File: config.mk
export PLATFORM = sky130hd
export DESIGN_NAME = fifo_write_mc
export DESIGN_NICKNAME = d
export VERILOG_FILES = /design/src/rtl/fifo_pkg.sv /design/src/rtl/fifo_wr_chan.sv /design/src/rtl/fifo_write_mc.sv
export SDC_FILE = /design/constraint.sdc
export NUM_CORES = 1
export LEC_CHECK = 0
export ABC_AREA = 1
export BUFFER_PORTS_ARGS = -buffer_cell sky130_fd_sc_hd__buf_2
export CORE_UTILIZATION = 35
export CTS_CLUSTER_SIZE = 16
export DETAILED_ROUTE_END_ITERATION = 8
export PLACE_DENSITY_LB_ADDON = 0.3
export RECOVER_POWER = 25
export SYNTH_ARGS = -nofsm -noshare
export SYNTH_HDL_FRONTEND = slang
export SYNTH_SLANG_ARGS = --single-unit
File: constraint.sdc
create_clock -name wclk -period 7.6 [get_ports wclk]
set_clock_uncertainty 0.05 [all_clocks]
set_input_delay 1.14 -clock wclk [delete_from_list [all_inputs] [get_ports wclk]]
set_output_delay 1.14 -clock wclk [all_outputs]
set_load 0.02 [all_outputs]
File: src/rtl/fifo_pkg.sv
// fifo_pkg: Gray-code helpers and parameter sanity check shared by the multi-channel write controller
package fifo_pkg;
  localparam int GW = 32;
  function automatic logic [GW-1:0] bin2gray(input logic [GW-1:0] b);
    return b ^ (b >> 1);
  endfunction
  // Callers zero-extend narrower pointers to GW and truncate the result, so one body serves every width.
  function automatic logic [GW-1:0] gray2bin(input logic [GW-1:0] g);
    logic [GW-1:0] b;
    b[GW-1] = g[GW-1];
    for (int i = GW-2; i >= 0; i--) b[i] = b[i+1] ^ g[i];
    return b;
  endfunction
  function automatic bit params_ok(input int num_ch, input int addr_w, input int afull_lvl);
    return num_ch >= 2 && afull_lvl >= 1 && afull_lvl <= (1 << addr_w);
  endfunction
endpackage

File: src/rtl/fifo_wr_chan.sv
// fifo_wr_chan: one channel's write pointer, read-pointer synchroniser and status flags
//   wclk/reset      write clock, async active-low reset
//   req_i           write requested for this channel
//   rptr_gray_i     unsynchronised Gray read pointer
//   ovf_clear_i     clears the sticky overflow flag
//   accept_o        request accepted this cycle
//   slot_o          slot the next write lands in
//   wgray_o         registered Gray write pointer
//   occu_o          registered occupancy
//   full_o/afull_o  full / almost-full, from registers only
//   ovf_o           sticky overflow
module fifo_wr_chan
  import fifo_pkg::*;
#(
  parameter int ADDR_W    = 4,
  parameter int AFULL_LVL = (1 << ADDR_W) - 1
) (
  input  logic              wclk,
  input  logic              reset,
  input  logic              req_i,
  input  logic [ADDR_W:0]   rptr_gray_i,
  input  logic              ovf_clear_i,
  output logic              accept_o,
  output logic [ADDR_W-1:0] slot_o,
  output logic [ADDR_W:0]   wgray_o,
  output logic [ADDR_W:0]   occu_o,
  output logic              full_o,
  output logic              afull_o,
  output logic              ovf_o
);
  // Full when the Gray write pointer equals the read pointer with its top two bits flipped.
  localparam logic [ADDR_W:0] FLIP = (ADDR_W+1)'(3) << (ADDR_W - 1);
  logic [ADDR_W:0] wbin_q, wbin_d, wgray_q, wgray_d, rmeta_q, rsync_q, occu_q, rbin, occ;
  logic ovf_q, ovf_d;
  assign rbin     = (ADDR_W+1)'(gray2bin(GW'(rsync_q)));
  assign occ      = wbin_q - rbin;
  assign full_o   = wgray_q == (rsync_q ^ FLIP);
  assign afull_o  = occ >= (ADDR_W+1)'(AFULL_LVL);
  assign accept_o = req_i & ~full_o;
  assign wbin_d   = accept_o ? wbin_q + (ADDR_W+1)'(1) : wbin_q;
  assign wgray_d  = (ADDR_W+1)'(bin2gray(GW'(wbin_d)));
  // A rejected request sets the flag even when a clear arrives in the same cycle.
  assign ovf_d    = (req_i & full_o) | (ovf_q & ~ovf_clear_i);
  always_ff @(posedge wclk or negedge reset) begin
    if (!reset) begin
      wbin_q  <= '0;
      wgray_q <= '0;
      rmeta_q <= '0;
      rsync_q <= '0;
      occu_q  <= '0;
      ovf_q   <= 1'b0;
    end else begin
      wbin_q  <= wbin_d;
      wgray_q <= wgray_d;
      rmeta_q <= rptr_gray_i;
      rsync_q <= rmeta_q;
      occu_q  <= occ;
      ovf_q   <= ovf_d;
    end
  end
  assign slot_o  = wbin_q[ADDR_W-1:0];
  assign wgray_o = wgray_q;
  assign occu_o  = occu_q;
  assign ovf_o   = ovf_q;
endmodule

File: src/rtl/fifo_write_mc.sv
// fifo_write_mc: write-side controller for NUM_CH circular queues sharing one {channel, slot} memory
//   wclk/reset     write clock, async active-low reset (release expected synchronous to wclk)
//   write_enable   write request for channel wch; wch >= NUM_CH is ignored
//   wdata          write data, registered into mem_wdata on accept
//   rptr_gray      packed per-channel Gray read pointers from the read domain
//   ovf_clear      per-channel overflow clear
//   waddr/wen      registered memory write address and strobe
//   mem_wdata      registered write data aligned with wen
//   wptr_gray      packed registered Gray write pointers
//   full, almost_full, fifo_occu_in, overflow   per-channel status
module fifo_write_mc
  import fifo_pkg::*;
#(
  parameter int ADDR_W    = 4,
  parameter int NUM_CH    = 4,
  parameter int AFULL_LVL = (1 << ADDR_W) - 1,
  parameter int DATA_W    = 8,
  localparam int CH_W     = $clog2(NUM_CH)
) (
  input  logic                         wclk,
  input  logic                         reset,
  input  logic                         write_enable,
  input  logic [CH_W-1:0]              wch,
  input  logic [DATA_W-1:0]            wdata,
  input  logic [NUM_CH*(ADDR_W+1)-1:0] rptr_gray,
  input  logic [NUM_CH-1:0]            ovf_clear,
  output logic [CH_W+ADDR_W-1:0]       waddr,
  output logic                         wen,
  output logic [DATA_W-1:0]            mem_wdata,
  output logic [NUM_CH*(ADDR_W+1)-1:0] wptr_gray,
  output logic [NUM_CH-1:0]            full,
  output logic [NUM_CH-1:0]            almost_full,
  output logic [NUM_CH*(ADDR_W+1)-1:0] fifo_occu_in,
  output logic [NUM_CH-1:0]            overflow
);
  if (!params_ok(NUM_CH, ADDR_W, AFULL_LVL)) begin : g_bad_params
    $error("fifo_write_mc: need NUM_CH >= 2 and 1 <= AFULL_LVL <= 2**ADDR_W");
  end
  logic [NUM_CH-1:0] req, accept;
  logic [ADDR_W-1:0] slot [NUM_CH];
  logic [ADDR_W-1:0] slot_sel;
  logic [CH_W+ADDR_W-1:0] waddr_q, waddr_d;
  logic [DATA_W-1:0] wdata_q, wdata_d;
  logic wen_q, wen_d;
  for (genvar c = 0; c < NUM_CH; c++) begin : g_ch
    assign req[c] = write_enable && wch == CH_W'(c);
    fifo_wr_chan #(.ADDR_W(ADDR_W), .AFULL_LVL(AFULL_LVL)) u_chan (
      .wclk        (wclk),
      .reset       (reset),
      .req_i       (req[c]),
      .rptr_gray_i (rptr_gray[c*(ADDR_W+1) +: ADDR_W+1]),
      .ovf_clear_i (ovf_clear[c]),
      .accept_o    (accept[c]),
      .slot_o      (slot[c]),
      .wgray_o     (wptr_gray[c*(ADDR_W+1) +: ADDR_W+1]),
      .occu_o      (fifo_occu_in[c*(ADDR_W+1) +: ADDR_W+1]),
      .full_o      (full[c]),
      .afull_o     (almost_full[c]),
      .ovf_o       (overflow[c])
    );
  end
  // At most one channel accepts per cycle, so an OR of gated slots is the mux.
  always_comb begin
    slot_sel = '0;
    for (int i = 0; i < NUM_CH; i++) slot_sel |= accept[i] ? slot[i] : '0;
  end
  assign wen_d   = |accept;
  assign waddr_d = wen_d ? {wch, slot_sel} : waddr_q;
  assign wdata_d = wen_d ? wdata : wdata_q;
  always_ff @(posedge wclk or negedge reset) begin
    if (!reset) begin
      waddr_q <= '0;
      wen_q   <= 1'b0;
      wdata_q <= '0;
    end else begin
      waddr_q <= waddr_d;
      wen_q   <= wen_d;
      wdata_q <= wdata_d;
    end
  end
  assign waddr     = waddr_q;
  assign wen       = wen_q;
  assign mem_wdata = wdata_q;
endmodule

==> impl_metrics.ini, run 1 <==
[critical_path]
crit_type = flop to output pin
slowest_delay_ns = 0.40
crit_fanout = 3
path_cells = xnor2_1, xor2_1, or2_2, nand2_1, nand2_1, nand2_1, ha_1, fa_1, o21ai_0, xor2_1, a31o_2, buf_2
rr_endpoint = g_ch[3].u_chan.occu_o[4]
crit-reg2reg-launch = g_ch[3].u_chan.rsync_q[3]
crit_required_ns = 6.41
reg2reg_slack_ns = 5.13
critical_path.slowest_cell = dfrtp_1
worstPathArrival_ns = 3.02
cp-endpoint = almost_full[3]
startpoint = g_ch[3].u_chan.rsync_q[3]
start_kind = flop
crit_top_cell = nand2_1
rr_worst_depth = 10
end_kind = output pin

[outcome]
status = complete, but fails checks
violations = max-capacitance violations, max-slew violations

[pwr]
power_density_mw_per_mm2 = 415
seqPwrFrac_pct = 33.6
peakVddDrop_v = 0.000179
p_clk_share_pct = 26.5
power.leakage_uw = 0.00369
p_sw_uw = 1100
combPwrFrac_pct = 39.9
switching_share_pct = 39.4
p_int_uw = 1690

[timing]
rsz0062_at_grt = false
fin_crit_ns = 4.21
relSlewSlack_pct = -42.7
drv_slew = 42
hold_viol = 0
tightest_slew_ns = 2.14
setup_viol = 0
clock.fmax_mhz = 238
period_share_pct = 55.4
tns_ns = 0

[place]
gp_congestion = 0.864
post_dp_cell_area_mm2 = 0.00618
port-buffer-count = 103
dp_hpwl_um = 8380

[grt]
grt_max_degree = 76
grt_usage_pct = 15.2
grt_overflow = 0
antenna_found_initial = 0
grt_pass1_vias = 4056
grt_pass1_wl_um = 18700

[layout]
nets = 757
drive_above_1_share_pct = 23.2
diodes = 0
final_area_mm2 = 0.00674
syn_to_final_growth_pct = 22.3

[logic_synthesis]
synth_top_family_by_area = simple AND/OR/NAND/NOR gates
synth_area_per_cell_um2 = 9.44
synth_warnings = 0
synthArstFlopShare_pct = 100
yosysTopAreaCellShare_pct = 52.3
synthFlopType = dfrtp_1
syn_nets = 648
synth_common_cells = nand2_1, dfrtp_1, inv_1
syn_area_mm2 = 0.00551
yosysUniqueCellTypes = 29
synthMuxAreaShare_pct = 0
synth_simple_gate_area_share_pct = 20.4
syn_inst = 583
synth.yosys.seq_area_share_pct = 52.3
synth_fa_ha_area_share_pct = 6.91
synth-edff-count = 0
synth_compound_area_share_pct = 3.91
synth_top_area_cell = dfrtp_1
synth_xor_area_share_pct = 7.70
synth_most_common_cell = nand2_1
ys_top_cells_by_area = dfrtp_1, nand2_1, inv_1
ys_seq_elements = 115

[route]
drtPass1Iterations = 4
drc = 0
wl_um = 11300
vias_per_cell = 4.32
drt_iter0_drc = 98
routedWlPerCell_um = 12.4
final_antenna_net_count = 0
vias = 3950

[die]
die_h_um = 127
ios = 104
start_util_pct = 36.1
dieWidth_um = 127
core_mm2 = 0.0153
row_count = 45
dieArea_mm2 = 0.0162

[cts]
clkSinkCount = 115
postCtsSetupRepairBufs = 0
cts_max_path_buffers = 2
cts_tree = done
cts.clk_slew.worst_paths_ns = 0.05
htree_levels = 4
clock_latency_ns = 0.42
clockRootBuffer = clkbuf_16
cts_buffers = 17
cts_resized = 0
cts_hold_repair.buffers = 0

[worst_hold_path]
min_path_type = flop to flop

[job]
drv_cap = 1
[logic make-up (layout without fill, tap and decap cells)]
| family | count (synthesis) | in the layout |
|---|---|---|
| AND/OR/NAND/NOR | 246 | 246 |
| flip-flops | 115 | 115 |
| buffers and inverters | 112 | 232 |
| XOR/XNOR | 42 | 42 |
| AO/OA/AOI/OAI | 40 | 40 |
| adder cells (fa/ha/maj) | 28 | 28 |
[worst min-delay path by stage]
stage / start / endpoint / slack (ns) / cells past startpoint
floorplan: g_ch[0].u_chan.rmeta_q[0] / g_ch[0].u_chan.rsync_q[0] / 0.28 / 0
global placement: g_ch[3].u_chan.rmeta_q[1] / g_ch[3].u_chan.rsync_q[1] / 0.28 / 0
detailed placement: g_ch[0].u_chan.rmeta_q[1] / g_ch[0].u_chan.rsync_q[1] / 0.28 / 0
CTS: g_ch[1].u_chan.rmeta_q[2] / g_ch[1].u_chan.rsync_q[2] / 0.29 / 0
global route: g_ch[3].u_chan.rmeta_q[0] / g_ch[3].u_chan.rsync_q[0] / 0.30 / 0
finish: g_ch[1].u_chan.rmeta_q[2] / g_ch[1].u_chan.rsync_q[2] / 0.29 / 0
[stage by stage]
step | power [uW] | utilization (%) | std cells | worst slack [ns] | hold slack (ns)
finish | 2800 | 44.1 | 914 | 3.39 | 0.290
global route | 3010 | 44.1 | 914 | 3.14 | 0.300
CTS | 2830 | 44.2 | 914 | 3.36 | 0.292
detailed placement | 2070 | 40.5 | 884 | 3.83 | 0.285
global placement | 2040 | 40.5 | 884 | 3.95 | 0.282
floorplan | 1770 | - | 583 | 4.05 | 0.281
[cells in the final DEF, fill, tap and decap left out]
| cell type | Yosys | final |
|---|---|---|
| clkbuf_8 | 0 | 8 |
| a21oi_1 | 8 | 8 |
| nor2_8 | 1 | 1 |
| nand2_1 | 178 | 178 |
| xor2_2 | 2 | 2 |
| a31o_2 | 4 | 4 |
| nor2_1 | 13 | 13 |
| ha_1 | 24 | 24 |
| clkinv_2 | 0 | 2 |
| fa_1 | 4 | 4 |
| o21ai_1 | 1 | 1 |
| clkbuf_16 | 0 | 17 |
| clkbuf_1 | 0 | 3 |
| clkinvlp_4 | 0 | 1 |
| buf_4 | 12 | 1 |
| nand3_4 | 1 | 1 |
| nand3_2 | 3 | 3 |
| nor2_2 | 3 | 3 |
| nand2_2 | 4 | 4 |
| dfrtp_1 | 115 | 115 |
| or2_2 | 1 | 1 |
| nand2_4 | 6 | 6 |
| or4_1 | 1 | 1 |
| buf_2 | 0 | 102 |
| nor3_4 | 3 | 3 |
| o21ai_0 | 27 | 27 |
| inv_1 | 95 | 95 |
| nand3_1 | 31 | 31 |
| inv_2 | 3 | 3 |
| xnor3_1 | 3 | 3 |
| nor3_2 | 1 | 1 |
| xor2_1 | 21 | 21 |
| xnor2_1 | 16 | 16 |
[registers in the layout (all words and copies together), names as in the netlist, 4 cells and up]
register / cells
g_ch.u_chan.occu_o: 20
g_ch.u_chan.rmeta_q: 20
mem_wdata: 8
g_ch.u_chan.wbin_q: 20
g_ch.u_chan.rsync_q: 20
g_ch.u_chan.wgray_o: 16
waddr: 6
g_ch.u_chan.ovf_o: 4
[cell type report]
| cell class | count | area [um^2] |
|---|---|---|
| fill | 1488 | 8520 |
| sequential | 115 | 2880 |
| multi-input combinational | 356 | 2140 |
| clock buffer | 27 | 543 |
| timing repair buffer | 104 | 522 |
| inverter | 98 | 368 |
| tap | 211 | 264 |
| clock inverter | 3 | 17.5 |
[routing by layer]
metal	global-route usage (%)	part of all wire, %	vias up
li1	-	-	1995
met1	17.6	44	1844
met2	24.8	48	85
met3	5.40	5.0	26
met4	7.84	2.6	0
met5	0	0	-
[power by group through the flow]
| stage | logic, uW | clock network, uW | registers [uW] |
|---|---|---|---|
| after floorplan | 689 | 0 | 1080 |
| final | 1120 | 740 | 940 |
| after global placement | 1090 | 0 | 946 |
| after global routing | 1260 | 787 | 967 |
| after CTS | 1130 | 761 | 944 |
| after detailed placement | 1120 | 0 | 951 |
[critical path, delay by kind of cell, from the launching register on]
family                     cells  cell delay [ns]
AOI/OAI and AO/OA              2             0.35
xor gates and xnor gates       3             0.74
adders and majority gates      2             0.60
buffers and inverters          1             0.15
DFF                            1             0.40
and+or+nand+nor                4             0.36
(Power assumes the default switching activity.)
==> inputs of run 2 (changes only) <==
--- a/config.mk
+++ b/config.mk
@@ -5,7 +5,7 @@
 export SDC_FILE = /design/constraint.sdc
 export NUM_CORES = 1
 export LEC_CHECK = 0
-export ABC_AREA = 1
+export ABC_AREA = 0
 export BUFFER_PORTS_ARGS = -buffer_cell sky130_fd_sc_hd__buf_2
 export CORE_UTILIZATION = 35
 export CTS_CLUSTER_SIZE = 16
==> constraint.sdc (replaced) <==
create_clock -name wclk -period 3.8 [get_ports wclk]
set_clock_uncertainty 0.05 [all_clocks]
set_input_delay 0.57 -clock wclk [delete_from_list [all_inputs] [get_ports wclk]]
set_output_delay 0.57 -clock wclk [all_outputs]
set_load 0.02 [all_outputs]
==> run 2 against run 1 <==
Effect of this change: the run still ends with max-capacitance violations, max-slew violations left; largest cell class unchanged; critical path depth stayed put; sequential cell count unchanged; cell area down 7.1%; first-iteration DRC count shrank 33%; combinational power grew 96%; highest routed layer unchanged; global-route usage down 0.22 points; non-clock buffer count is 5 higher; power rose by 98%; register-to-register slack got worse by 3.8 ns.
==> impl_metrics.ini, run 2 <==
[critical_path]
crit_type = flop to output pin
rr_worst_depth = 10
crit_required_ns = 3.18
rr_endpoint = g_ch[1].u_chan.occu_o[4]
reg2reg_slack_ns = 1.34
end_kind = output pin
worstPathArrival_ns = 3.03
crit_fanout = 3
crit-reg2reg-launch = g_ch[1].u_chan.rsync_q[4]
start_kind = flop

[grt]
grt_pass1_wl_um = 16300
grt_pass1_vias = 3199
grt_usage_pct = 15.0
grt_overflow = 0
antenna_found_initial = 0
grt_max_degree = 70

[timing]
setup_viol = 0
setup_slack_ns = 0.148
drv_slew = 47
rsz0062_at_grt = true
hold_viol = 0
tns_ns = 0
clock.fmax_mhz = 274
relSlewSlack_pct = -71.5
tightest_slew_ns = 2.57
fin_crit_ns = 3.65
whs_ns = 0.213
period_share_pct = 96.1

[route]
final_antenna_net_count = 0
vias = 3088
drc = 0
drtPass1Iterations = 4
wl_um = 9970
drt_iter0_drc = 66
vias_per_cell = 4.48
routedWlPerCell_um = 14.5

[die]
dieWidth_um = 122
ios = 104
core_mm2 = 0.0139
dieArea_mm2 = 0.0148
row_count = 43
start_util_pct = 35.9
die_h_um = 122

[pwr]
p_clk_share_pct = 26.0
power_uw = 5540
power_density_mw_per_mm2 = 885
combPwrFrac_pct = 39.6
peakVddDrop_v = 0.000392
seqPwrFrac_pct = 34.4
switching_share_pct = 37.7
p_sw_uw = 2090
p_int_uw = 3450
power.leakage_uw = 0.00305

[logic_synthesis]
ys_top_cells_by_area = dfrtp_1, xnor2_1, ha_1
synth.yosys.seq_area_share_pct = 57.6
ys_seq_elements = 115
syn_area_mm2 = 0.00500
yosysTopAreaCellShare_pct = 57.6
synth_common_cells = dfrtp_1, xnor2_1, inv_1
synth_top_area_cell = dfrtp_1
syn_inst = 387
yosysUniqueCellTypes = 43
synthArstFlopShare_pct = 100
synth_warnings = 0
synthFlopType = dfrtp_1
synth_area_per_cell_um2 = 12.9
syn_nets = 452
synth-edff-count = 0
synth_most_common_cell = dfrtp_1

[layout]
diodes = 0
fillers = 1293
drive_above_1_share_pct = 31.2
final_cell_mix = dfrtp_1, buf_2, xnor2_1, inv_1, ha_1
nets = 565
stdcell_count = 689
final_common_cell = dfrtp_1
syn_to_final_growth_pct = 25.2

[cts]
cts_max_path_buffers = 2
clock_latency_ns = 0.41
clkSinkCount = 115
htree_levels = 4
cts.clk_slew.worst_paths_ns = 0.05
cts_tree = done
cts_hold_repair.buffers = 0
cts_buffers = 17
clockRootBuffer = clkbuf_16

[outcome]
status = complete, but fails checks
violations = max-capacitance violations, max-slew violations

[worst_hold_path]
min_path_cells = 1
min_path_type = primary input to flop
hold_path.startpoint = rptr_gray[16]
min_to = g_ch[3].u_chan.rmeta_q[1]

[place]
gp_congestion = 0.748
dpl.cell_count = 656
dp_hpwl_um = 7380
port-buffer-count = 103
place_ws_ns = 0.449

[job]
drv_cap = 1
-- run 2: metal layers --
metal | vias up | track usage (%) | wire length (um)
met1 | 1497 | 18.2 | 4330
met3 | 15 | 5.31 | 555
met4 | 0 | 6.71 | 178
met2 | 78 | 23.9 | 4900
li1 | 1498 | - | -
met5 | - | 0 | 0
-- run 2: worst max path at each step --
| stage | slack, ns | from | to |
|---|---|---|---|
| 6_report | 0.15 | g_ch[1].u_chan.rsync_q[4] | almost_full[1] |
| 5_1_grt | -0.03 | g_ch[0].u_chan.rsync_q[4] | almost_full[0] |
| 2_1_floorplan | 0.71 | g_ch[2].u_chan.rsync_q[4] | almost_full[2] |
| 3_3_place_gp | 0.52 | g_ch[2].u_chan.rsync_q[4] | almost_full[2] |
| 4_1_cts | 0.07 | g_ch[1].u_chan.rsync_q[4] | almost_full[1] |
| 3_5_place_dp | 0.45 | g_ch[2].u_chan.rsync_q[4] | almost_full[2] |
-- run 2: critical path, cell delays in order (launching register included) --
cell     delay, ns
dfrtp_1       0.42
xnor2_2       0.20
xor2_1        0.23
xor2_1        0.28
xnor2_1       0.11
ha_1          0.21
fa_1          0.40
inv_1         0.07
a21o_1        0.10
a21oi_1       0.07
xnor2_1       0.15
a41o_1        0.22
buf_2         0.16
-- run 2: what timing repair did --
item,CTS,global route
endpoints found under the setup margin,1,4
resized for setup,0,7
buffers inserted,1,4
pin swaps,1,11
-- run 2: final cells by class --
type	instances	area (um^2)	share of cell area, %
Timing Repair Buffer	109	572	9.14
Sequential cell	115	2880	46.0
Clock inverter	6	57.6	0.920
Inverter	45	169	2.70
Multi-Input combinational cell	212	1880	30.1
Tap cell	180	225	3.60
Clock buffer	22	474	7.58
-- run 2: metrics by stage --
| stage | util, % | area, um^2 |
|---|---|---|
| floorplan | - | 5000 |
| global placement | 40.5 | 5650 |
| detailed placement | 40.5 | 5650 |
| CTS | 44.4 | 6190 |
| global route | 44.9 | 6260 |
| finish | 44.9 | 6260 |
-- run 2: power by group through the flow --
stage	clock [uW]	sequential (uW)	combinational, uW
3_3_place_gp	0	1920	2150
2_1_floorplan	0	2170	1340
3_5_place_dp	0	1930	2180
5_1_grt	1540	1960	2440
4_1_cts	1470	1920	2210
6_report	1440	1900	2190
-- run 2: logic make-up (layout without fill, tap and decap cells) --
logic type | count (synthesis) | in the layout | synth area share, %
muxes | 12 | 12 | 2.98
adders and majority gates | 28 | 28 | 7.61
xor gates and xnor gates | 78 | 78 | 13.7
and+or+nand+nor | 49 | 49 | 5.41
buffers and inverters | 60 | 182 | 5.66
DFF | 115 | 115 | 57.6
AOI/OAI and AO/OA | 45 | 45 | 7.13
